===== src/rtl/mem_pkg.sv =====
// Shared definitions for the unified memory port arbiter.
//   - RV32I load/store funct3 encodings
//   - arbiter FSM state encoding
//   - transaction owner encoding
package mem_pkg;

    localparam logic [2:0] F3_B  = 3'b000;
    localparam logic [2:0] F3_H  = 3'b001;
    localparam logic [2:0] F3_W  = 3'b010;
    localparam logic [2:0] F3_BU = 3'b100;
    localparam logic [2:0] F3_HU = 3'b101;

    typedef enum logic [1:0] {
        IDLE = 2'd0,
        REQ  = 2'd1,
        RESP = 2'd2,
        DONE = 2'd3
    } state_e;

    typedef enum logic {
        OWN_IF = 1'b0,
        OWN_D  = 1'b1
    } owner_e;

endpackage


===== src/rtl/lsu_align.sv =====
// Byte-lane logic for the memory port (purely combinational).
//   Request side (from the request being accepted):
//     is_fetch, we, fun3, off, wdata -> misalign, illegal, wmask, wdata_rep
//   Response side (from the latched request):
//     ld_fun3, ld_off, rdata -> ld_data (lane-extracted, sign/zero extended)
module lsu_align (
    input  logic        is_fetch,
    input  logic        we,
    input  logic [2:0]  fun3,
    input  logic [1:0]  off,
    input  logic [31:0] wdata,
    output logic        misalign,
    output logic        illegal,
    output logic [3:0]  wmask,
    output logic [31:0] wdata_rep,
    input  logic [2:0]  ld_fun3,
    input  logic [1:0]  ld_off,
    input  logic [31:0] rdata,
    output logic [31:0] ld_data
);
    import mem_pkg::*;

    logic [7:0]  ld_byte;
    logic [15:0] ld_half;

    always_comb begin
        misalign  = 1'b0;
        illegal   = 1'b0;
        wmask     = 4'b0000;
        wdata_rep = wdata;
        if (is_fetch) begin
            misalign = (off != 2'b00);
        end else begin
            if (we) begin
                illegal = (fun3 > F3_W);
            end else begin
                illegal = (fun3 == 3'b011) || (fun3[2:1] == 2'b11);
            end
            // Access size lives in fun3[1:0] for both signed and unsigned loads.
            case (fun3[1:0])
                2'b01:   misalign = off[0];
                2'b10:   misalign = (off != 2'b00);
                default: misalign = 1'b0;
            endcase
            if (we) begin
                case (fun3)
                    F3_B: begin
                        wmask     = 4'b0001 << off;
                        wdata_rep = {4{wdata[7:0]}};
                    end
                    F3_H: begin
                        wmask     = 4'b0011 << {off[1], 1'b0};
                        wdata_rep = {2{wdata[15:0]}};
                    end
                    F3_W:    wmask = 4'b1111;
                    default: wmask = 4'b0000;
                endcase
            end
        end
    end

    always_comb begin
        case (ld_off)
            2'd0:    ld_byte = rdata[7:0];
            2'd1:    ld_byte = rdata[15:8];
            2'd2:    ld_byte = rdata[23:16];
            default: ld_byte = rdata[31:24];
        endcase
        ld_half = ld_off[1] ? rdata[31:16] : rdata[15:0];
        case (ld_fun3)
            F3_B:    ld_data = {{24{ld_byte[7]}}, ld_byte};
            F3_BU:   ld_data = {24'd0, ld_byte};
            F3_H:    ld_data = {{16{ld_half[15]}}, ld_half};
            F3_HU:   ld_data = {16'd0, ld_half};
            default: ld_data = rdata;
        endcase
    end

endmodule


===== src/rtl/mem_port_arbiter.sv =====
// Shares one memory port between instruction fetch and load/store.
// Fixed priority (data over fetch), one outstanding transaction, req/gnt + rvalid.
//   clk, rst (async, active low)
//   if_req/if_addr            -> if_rdata/if_valid/if_err      fetch side
//   d_req/d_we/d_fun3/d_addr/d_wdata -> d_rdata/d_valid/d_err  load/store side
//   mem_req/mem_we/mem_addr/mem_wmask/mem_wdata, mem_gnt/mem_rvalid/mem_rdata
module mem_port_arbiter #(
    parameter int unsigned TIMEOUT_CYCLES = 255,
    parameter int unsigned CNT_W          = 8
) (
    input  logic        clk,
    input  logic        rst,
    input  logic        if_req,
    input  logic [31:0] if_addr,
    output logic [31:0] if_rdata,
    output logic        if_valid,
    output logic        if_err,
    input  logic        d_req,
    input  logic        d_we,
    input  logic [2:0]  d_fun3,
    input  logic [31:0] d_addr,
    input  logic [31:0] d_wdata,
    output logic [31:0] d_rdata,
    output logic        d_valid,
    output logic        d_err,
    output logic        mem_req,
    output logic        mem_we,
    output logic [31:0] mem_addr,
    output logic [3:0]  mem_wmask,
    output logic [31:0] mem_wdata,
    input  logic        mem_gnt,
    input  logic        mem_rvalid,
    input  logic [31:0] mem_rdata
);
    import mem_pkg::*;

    state_e           state_q;
    owner_e           owner_q;
    logic [2:0]       fun3_q;
    logic [1:0]       off_q;
    logic [CNT_W-1:0] cnt_q;
    logic             lockout_q;

    // Candidate request as seen in IDLE; data always wins over fetch.
    logic        req_fetch;
    logic        req_we;
    logic [2:0]  req_fun3;
    logic [31:0] req_addr;
    logic        a_misalign;
    logic        a_illegal;
    logic [3:0]  a_wmask;
    logic [31:0] a_wdata;
    logic [31:0] ld_data;
    logic        timeout_hit;

    assign req_fetch = !d_req;
    assign req_we    = d_req && d_we;
    assign req_fun3  = d_req ? d_fun3 : F3_W;
    assign req_addr  = d_req ? d_addr : if_addr;

    // Counter saturates, so >= still fires if a grant lands on the last cycle.
    assign timeout_hit = (TIMEOUT_CYCLES != 0) && (cnt_q >= CNT_W'(TIMEOUT_CYCLES - 1));

    lsu_align u_align (
        .is_fetch  (req_fetch),
        .we        (req_we),
        .fun3      (req_fun3),
        .off       (req_addr[1:0]),
        .wdata     (d_wdata),
        .misalign  (a_misalign),
        .illegal   (a_illegal),
        .wmask     (a_wmask),
        .wdata_rep (a_wdata),
        .ld_fun3   (fun3_q),
        .ld_off    (off_q),
        .rdata     (mem_rdata),
        .ld_data   (ld_data)
    );

    always_ff @(posedge clk or negedge rst) begin
        if (!rst) begin
            state_q   <= IDLE;
            owner_q   <= OWN_IF;
            fun3_q    <= F3_W;
            off_q     <= 2'b00;
            cnt_q     <= '0;
            lockout_q <= 1'b0;
            mem_req   <= 1'b0;
            mem_we    <= 1'b0;
            mem_addr  <= 32'd0;
            mem_wmask <= 4'b0000;
            mem_wdata <= 32'd0;
            if_rdata  <= 32'd0;
            if_valid  <= 1'b0;
            if_err    <= 1'b0;
            d_rdata   <= 32'd0;
            d_valid   <= 1'b0;
            d_err     <= 1'b0;
        end else begin
            // Completion flags are single-cycle pulses raised on entry to DONE.
            if_valid <= 1'b0;
            if_err   <= 1'b0;
            d_valid  <= 1'b0;
            d_err    <= 1'b0;
            unique case (state_q)
                IDLE: begin
                    lockout_q <= 1'b0;
                    // Lockout: the previous requester may still hold req this cycle.
                    if (!lockout_q && (d_req || if_req)) begin
                        owner_q <= d_req ? OWN_D : OWN_IF;
                        fun3_q  <= req_fun3;
                        off_q   <= req_addr[1:0];
                        if (a_misalign || (d_req && a_illegal)) begin
                            state_q <= DONE;
                            if (d_req) begin
                                d_valid <= 1'b1;
                                d_err   <= 1'b1;
                            end else begin
                                if_valid <= 1'b1;
                                if_err   <= 1'b1;
                            end
                        end else begin
                            state_q   <= REQ;
                            cnt_q     <= '0;
                            mem_req   <= 1'b1;
                            mem_we    <= req_we;
                            mem_addr  <= {req_addr[31:2], 2'b00};
                            mem_wmask <= a_wmask;
                            mem_wdata <= a_wdata;
                        end
                    end
                end
                REQ: begin
                    if (!(&cnt_q)) cnt_q <= cnt_q + CNT_W'(1);
                    if (mem_gnt) begin
                        mem_req <= 1'b0;
                        state_q <= RESP;
                    end else if (timeout_hit) begin
                        mem_req <= 1'b0;
                        state_q <= DONE;
                        if (owner_q == OWN_D) begin
                            d_valid <= 1'b1;
                            d_err   <= 1'b1;
                        end else begin
                            if_valid <= 1'b1;
                            if_err   <= 1'b1;
                        end
                    end
                end
                RESP: begin
                    if (!(&cnt_q)) cnt_q <= cnt_q + CNT_W'(1);
                    if (mem_rvalid) begin
                        state_q <= DONE;
                        if (owner_q == OWN_D) begin
                            d_valid <= 1'b1;
                            // Write acks leave the last load result untouched.
                            if (!mem_we) d_rdata <= ld_data;
                        end else begin
                            if_valid <= 1'b1;
                            if_rdata <= ld_data;
                        end
                    end else if (timeout_hit) begin
                        state_q <= DONE;
                        if (owner_q == OWN_D) begin
                            d_valid <= 1'b1;
                            d_err   <= 1'b1;
                        end else begin
                            if_valid <= 1'b1;
                            if_err   <= 1'b1;
                        end
                    end
                end
                DONE: begin
                    state_q   <= IDLE;
                    lockout_q <= 1'b1;
                end
                default: state_q <= IDLE;
            endcase
        end
    end

endmodule


===== config.mk =====
export PLATFORM = sky130hd
export DESIGN_NAME = mem_port_arbiter
export DESIGN_NICKNAME = d
export VERILOG_FILES = /design/src/rtl/mem_pkg.sv /design/src/rtl/lsu_align.sv /design/src/rtl/mem_port_arbiter.sv
export SDC_FILE = /design/constraint.sdc
export NUM_CORES = 1
export LEC_CHECK = 0
export BUFFER_PORTS_ARGS = -buffer_cell sky130_fd_sc_hd__buf_2
export CORE_ASPECT_RATIO = 0.6
export CORE_MARGIN = 5
export CORE_UTILIZATION = 35
export CTS_CLUSTER_SIZE = 20
export DETAILED_ROUTE_END_ITERATION = 6
export HOLD_SLACK_MARGIN = 0.1
export PLACE_DENSITY = 0.66
export SLEW_MARGIN = 25
export SYNTH_ARGS = -nofsm -noshare
export SYNTH_HDL_FRONTEND = slang
export SYNTH_SLANG_ARGS = --single-unit

===== constraint.sdc =====
create_clock -name clk -period 2.19 [get_ports clk]
set_input_delay 0.438 -clock clk [delete_from_list [all_inputs] [get_ports clk]]
set_output_delay 0.438 -clock clk [all_outputs]
set_load 0.02 [all_outputs]

# Word-level counts from Yosys, hierarchy flattened

Cells that the tools add are included.

$add $sub $neg: 1
Magnitude comparators: 2
Eq/ne operators: 18
Shifts and indexed selects: 2
Mux-type cells: 51
Bitwise operators: 3
Reduce and logical (&&, ||, !) cells: 23

Operator list:

| operator              | count |
|---|---|
| $pmux W32 S4          | 1 |
| $mux W32              | 3 |
| $pmux W32 S2          | 1 |
| $mux W8               | 3 |
| $pmux W8 S3           | 1 |
| $mux W1               | 23 |
| $mux W16              | 1 |
| $pmux W8 S2           | 1 |
| $pmux W1 S3           | 4 |
| $pmux W4 S3           | 1 |
| $reduce_and A4 Y1     | 3 |
| $eq A2 B2 Y1 const B  | 5 |
| $mux W2               | 5 |
| $add A8 B1 Y8 const B | 1 |
| $ge A8 B8 Y1 const B  | 1 |
| $mux W4               | 2 |
| $pmux W2 S4           | 1 |
| $reduce_and A8 Y1     | 1 |
| $reduce_bool A2 Y1    | 4 |
| $eq A2 B1 Y1 const B  | 3 |
| $eq A3 B1 Y1 const B  | 2 |
| $eq A3 B2 Y1 const B  | 2 |
| $eq A3 B3 Y1 const B  | 2 |
| $logic_not A3 Y1      | 2 |
| 15 further kinds      | 27 |

Bits in registers: 153
Input bits: 138
Output and inout port bits: 138

# Longest topological paths before layout

Depth in word-level cells: 10
Mapped depth: 13
Gate-level depth less buffers: 8

# Modules after synthesis

From an unflattened synthesis, not the netlist that was laid out.

Cells, all modules: 801
Area, all modules: 8192.9 um^2

By module, submodules not included:

| module           | times used | cells each | area an instance (um^2) | seq. area each (um^2) |
|---|---|---|---|---|
| mem_port_arbiter | 1          | 571        | 6698.9                  | 3829.9 |
| lsu_align        | 1          | 230        | 1493.9                  | 0.0 |

# Worst setup path after synthesis

OpenSTA, ideal clock, no wires.

Kind: input port to flip-flop
From: input d_req
To: register mem_addr[10]
Setup time: 0.125 ns
Arrival: 2.578 ns
Slack: -0.513 ns
Cell stages on the path: 13
Path buffers: 5
Cell sequence: buf_2 buf_2 buf_2 nand2_1 inv_1 ha_1 nand2_1 a21o_1 and3_1 o21ai_2 buf_6 buf_6 mux2_4

Longest elaborated chain between the ends: 9

RTL lines:

| element                                                              | line                    | source |
|---|---|---|
| start, declared                                                      | mem_port_arbiter.sv:18  | `input logic d_req,` |
| $mux W3 *                                                            | mem_port_arbiter.sv:58  | `assign req_fun3 = d_req ? d_fun3 : F3_W;` |
| named net req_fun3[0]                                                | mem_port_arbiter.sv:47  | `logic [2:0] req_fun3;` |
| parallel branches: the longest is 5 deep, another holds $gt A3 B2 Y1 | n/a                     |  |
| $logic_or A1 B1 Y1 *                                                 | mem_port_arbiter.sv:113 | `if (a_misalign \|\| (d_req && a_illegal)) begin` |
| $not A1 Y1 (no source line) *                                        | n/a                     |  |
| $reduce_and A3 Y1 (no source line) *                                 | n/a                     |  |
| end signal, assigned                                                 | mem_port_arbiter.sv:127 | `mem_addr <= {req_addr[31:2], 2'b00};` |
| end, declared                                                        | mem_port_arbiter.sv:28  | `output logic [31:0] mem_addr,` |

Mark *: on every way through the listed nets, which the timed path passes.
A chain may end at the register's enable or synchronous reset.

# Final worst setup path

From: register state_q[0]
To: register mem_addr[10]

Longest elaborated chain between the ends: 2

RTL lines:

| element                            | line                    | source |
|---|---|---|
| start, declared                    | mem_port_arbiter.sv:37  | `state_e state_q;` |
| start signal, assigned             | mem_port_arbiter.sv:82  | `state_q <= IDLE;` |
| start signal, assigned             | mem_port_arbiter.sv:114 | `state_q <= DONE;` |
| start signal, assigned             | mem_port_arbiter.sv:123 | `state_q <= REQ;` |
| $logic_not A2 Y1                   | mem_port_arbiter.sv:105 | `unique case (state_q)` |
| $reduce_and A3 Y1 (no source line) | n/a                     |  |

No other way between the ends.

==> flow_summary.yaml <==
cts:
  clk-insertion-delay-late_ps: 430
  htreeDepth: 4
  clk_path_buf_depth: 2
  cts_root_buf: "clkbuf_16"
  cts_tree: "yes"
  clk_pin_slew_ps: 60
  cts_resized: 0
  cts_sinks: 153
  cts_buffers: 17
die:
  dieArea_um2: 24500
  io_pins: 276
  die_y_um: 123
  core_area_um2: 21000
  die_w_um: 199
  floorplan.initialDensity_pct: 35.6
  num_rows: 41
detailed_routing:
  drt_wl_total_mm: 23.6
  drtPass1Iterations: 7
  wl_per_cell_um: 18.3
  drtAntennaViolNets: 0
  first_iter_violations: 409
  drc: 2
  num_vias: 6542
  via_per_inst: 5.08
timing:
  drv_slew: 0
  worstMarginPinSlew_ps: 544
  finalCritPeriodShare_pct: 92.6
  hold_viol: 0
  min_period_ps: 2030
  slew_headroom_pct: 63.3
  finalSetupViolCount: 0
  worst_clock_skew_ps: 9.44
  rsz0062_at_grt: "no"
  timing.fmax_mhz: 493
cells_and_area:
  finalInstanceArea_um2: 10200
  synthToLayoutAreaGrowth_pct: 35.4
  drive_gt1_share_pct: 48.4
  final_nets: 1144
  antenna_cells: 0
worst_setup_path:
  slowest_delay_ps: 440
  crit_slowest_cell: "dfrtp_1"
  worstPathCellList: "inv_1, ha_1, nand2b_1, nor2_2, o21ai_4, buf_12, mux2_4"
  path_class: "flip-flop to flip-flop"
  end_kind: "flip-flop"
  rrSetupSlack_ps: 160
  worstPathArrival_ps: 2340
  cp.required_ps: 2500
  critPathLaunchType: "flip-flop"
  critPathMaxFanout: 34
power_and_ir_drop:
  power.total_mw: 15.0
  p_int_mw: 8.78
  ir_drop_v: 0.000661
  p_seq_share_pct: 34.3
  swShare_pct: 41.3
  power.share.clock_pct: 19.9
  switchingPower_mw: 6.19
  power.share.combinational_pct: 45.8
  p_leak_nw: 4.93
  powerDensity_nw_per_um2: 1470
outcome:
  outcome: "complete, but fails checks"
  violations: "design-rule violations"
place:
  port_buffers: 273
  placed_area_um2: 9550
  dp_hpwl_mm: 18.2
  gp_congestion: 0.813
worst_hold_path:
  hold_path.class: "input port to flip-flop"
yosys:
  synth-main-ff-cell: "dfrtp_1"
  yosysSeqAreaShare_pct: 51.1
  synth_edf_count: 0
  yosysWarnings: 0
  async_reset_ff_share_pct: 100
  syn-cell-area_um2: 7500
  ys_types: 61
  synth_seq_cells: 153
  syn_inst: 694
  syn_area_per_cell_um2: 10.8
grt:
  grt_first_pass_wirelength_mm: 36.8
  grt_use_total_pct: 19.3
  grt-ovfl-total: 0
  grt_max_degree: 65
  first_global_vias: 6634
  antenna_found_initial: 0
flow_run:
  drv_cap: 0
worst max-delay path: cells and delay by family (launching register included):
kind                       cells  cell delay (ps)
AOI/OAI and AO/OA              1              140
and+or+nand+nor                2              380
adders and majority gates      1              320
DFF                            1              440
muxes                          1              300
buffers and inverters          2              320
per-stage QoR:
step | setup slack (ps) | setup TNS (ps) | utilization (%) | std cells | hold slack (ps)
2_1_floorplan | -126 | -6020 | - | 695 | 142
3_3_place_gp | -143 | -7660 | 45.4 | 1256 | 357
3_5_place_dp | -210 | -11490 | 45.4 | 1256 | 360
4_1_cts | 186 | 0 | 48.3 | 1288 | 260
5_1_grt | 7.89 | 0 | 48.3 | 1288 | 284
6_report | 162 | 0 | 48.3 | 1288 | 286
cells by family (layout without fill, tap and decap cells):
logic type,Yosys count,in the layout,synth area share [%]
and+or+nand+nor,195,195,11.5
other,1,2,0.0500
AOI/OAI and AO/OA,163,163,14.1
DFF,153,153,51.1
muxes,122,122,18.8
buffers and inverters,51,365,3.07
adders and majority gates,9,9,1.50
flip-flops by register name, summed over array words and instances, names as in the netlist:
signal     count
off_q          2
if_rdata      32
mem_req        1
owner_q        1
cnt_q          8
state_q        2
d_rdata       32
lockout_q      1
mem_wmask      4
mem_we         1
mem_addr      30
d_err          1
if_valid       1
if_err         1
fun3_q         3
mem_wdata     32
d_valid        1
worst paths after layout:
path                                          start                        to  cells after the start
max                          state_q[0]$_DFFE_PN0N_  mem_addr[10]$_DFFE_PN0P_                      7
min                                      d_wdata[1]  mem_wdata[1]$_DFFE_PN0P_                      2
max reg2reg                  state_q[0]$_DFFE_PN0N_  mem_addr[10]$_DFFE_PN0P_                      7
min reg2reg                if_rdata[13]$_DFFE_PN0P_  if_rdata[13]$_DFFE_PN0P_                      2
max in group asynchronous                       rst     fun3_q[1]$_DFFE_PN1P_                      3
min in group asynchronous                       rst   if_rdata[8]$_DFFE_PN0P_                      2
final cells by class:
type | count | area [um^2]
multi-input cells | 491 | 3490
inverters | 15 | 56.3
fillers | 1995 | 10900
well taps | 279 | 349
clock inverters | 7 | 90.1
flip-flops and latches | 153 | 3830
clock buffers | 24 | 502
repair buffers | 319 | 1830
layout by cell type (no fill, tap or decap), types with 6 or more instances in the layout:
cell type,Yosys,routed
a21oi_1,49,49
a221oi_1,10,10
a22o_1,11,11
buf_12,0,9
buf_2,13,272
buf_4,2,36
clkbuf_16,0,17
dfrtp_1,152,152
ha_1,9,7
inv_1,15,14
mux2_2,110,110
mux2_4,7,7
nand2_1,71,70
nor2_1,79,78
nor2b_1,6,6
nor3_1,7,7
o21ai_0,47,46
cell usage after synthesis (all sizes together) (2+ instances only):
| master | n | area share [%] |
|---|---|---|
| dfrtp | 152 | 51 |
| mux2 | 117 | 18 |
| nor2 | 82 | 4.2 |
| nand2 | 71 | 3.6 |
| a21oi | 49 | 3.3 |
| o21ai | 48 | 3.3 |
| clkbuf | 19 | 0.95 |
| buf | 17 | 1.4 |
| inv | 15 | 0.75 |
| a221oi | 11 | 1.4 |
| a22o | 11 | 1.3 |
| ha | 9 | 1.5 |
| nor3 | 7 | 0.47 |
| nor2b | 6 | 0.50 |
| a31oi | 5 | 0.50 |
| nand2b | 5 | 0.42 |
| or2 | 5 | 0.42 |
| a211oi | 4 | 0.47 |
| a21o | 4 | 0.40 |
| a22oi | 4 | 0.40 |
| mux2i | 4 | 0.53 |
| nand3 | 4 | 0.27 |
| o21a | 4 | 0.40 |
| o31ai | 4 | 0.40 |
| and2 | 3 | 0.25 |
| a21boi | 2 | 0.25 |
| a2bb2oi | 2 | 0.23 |
| and3 | 2 | 0.17 |
| nor3b | 2 | 0.33 |
| o22a | 2 | 0.23 |
| o2bb2ai | 2 | 0.23 |
| o41ai | 2 | 0.23 |
| or3 | 2 | 0.17 |
power by group through the flow:
stage	clock (mW)	sequential [mW]	combinational [mW]
after floorplan	0	6.43	2.88
after global placement	0	5.12	6.80
after detailed placement	0	5.16	6.91
after CTS	3.04	5.14	6.93
after global routing	3.16	5.30	7.49
final	2.98	5.13	6.86
per-layer routing:
| metal | GRT usage [%] | share of wire, % | vias up |
|---|---|---|---|
| met5 | 0 | 0 | - |
| met2 | 28.4 | 44 | 270 |
| li1 | - | - | 3073 |
| met1 | 27.9 | 46 | 3180 |
| met4 | 5.68 | 1.3 | 0 |
| met3 | 5.34 | 8.7 | 19 |
timing repair:
item,CTS,global route
hold endpoints to repair,34,0
hold buffers,1,0
setup buffers,0,0
endpoints found under the setup margin,0,0
No activity file was read; power rests on OpenSTA's default activity.
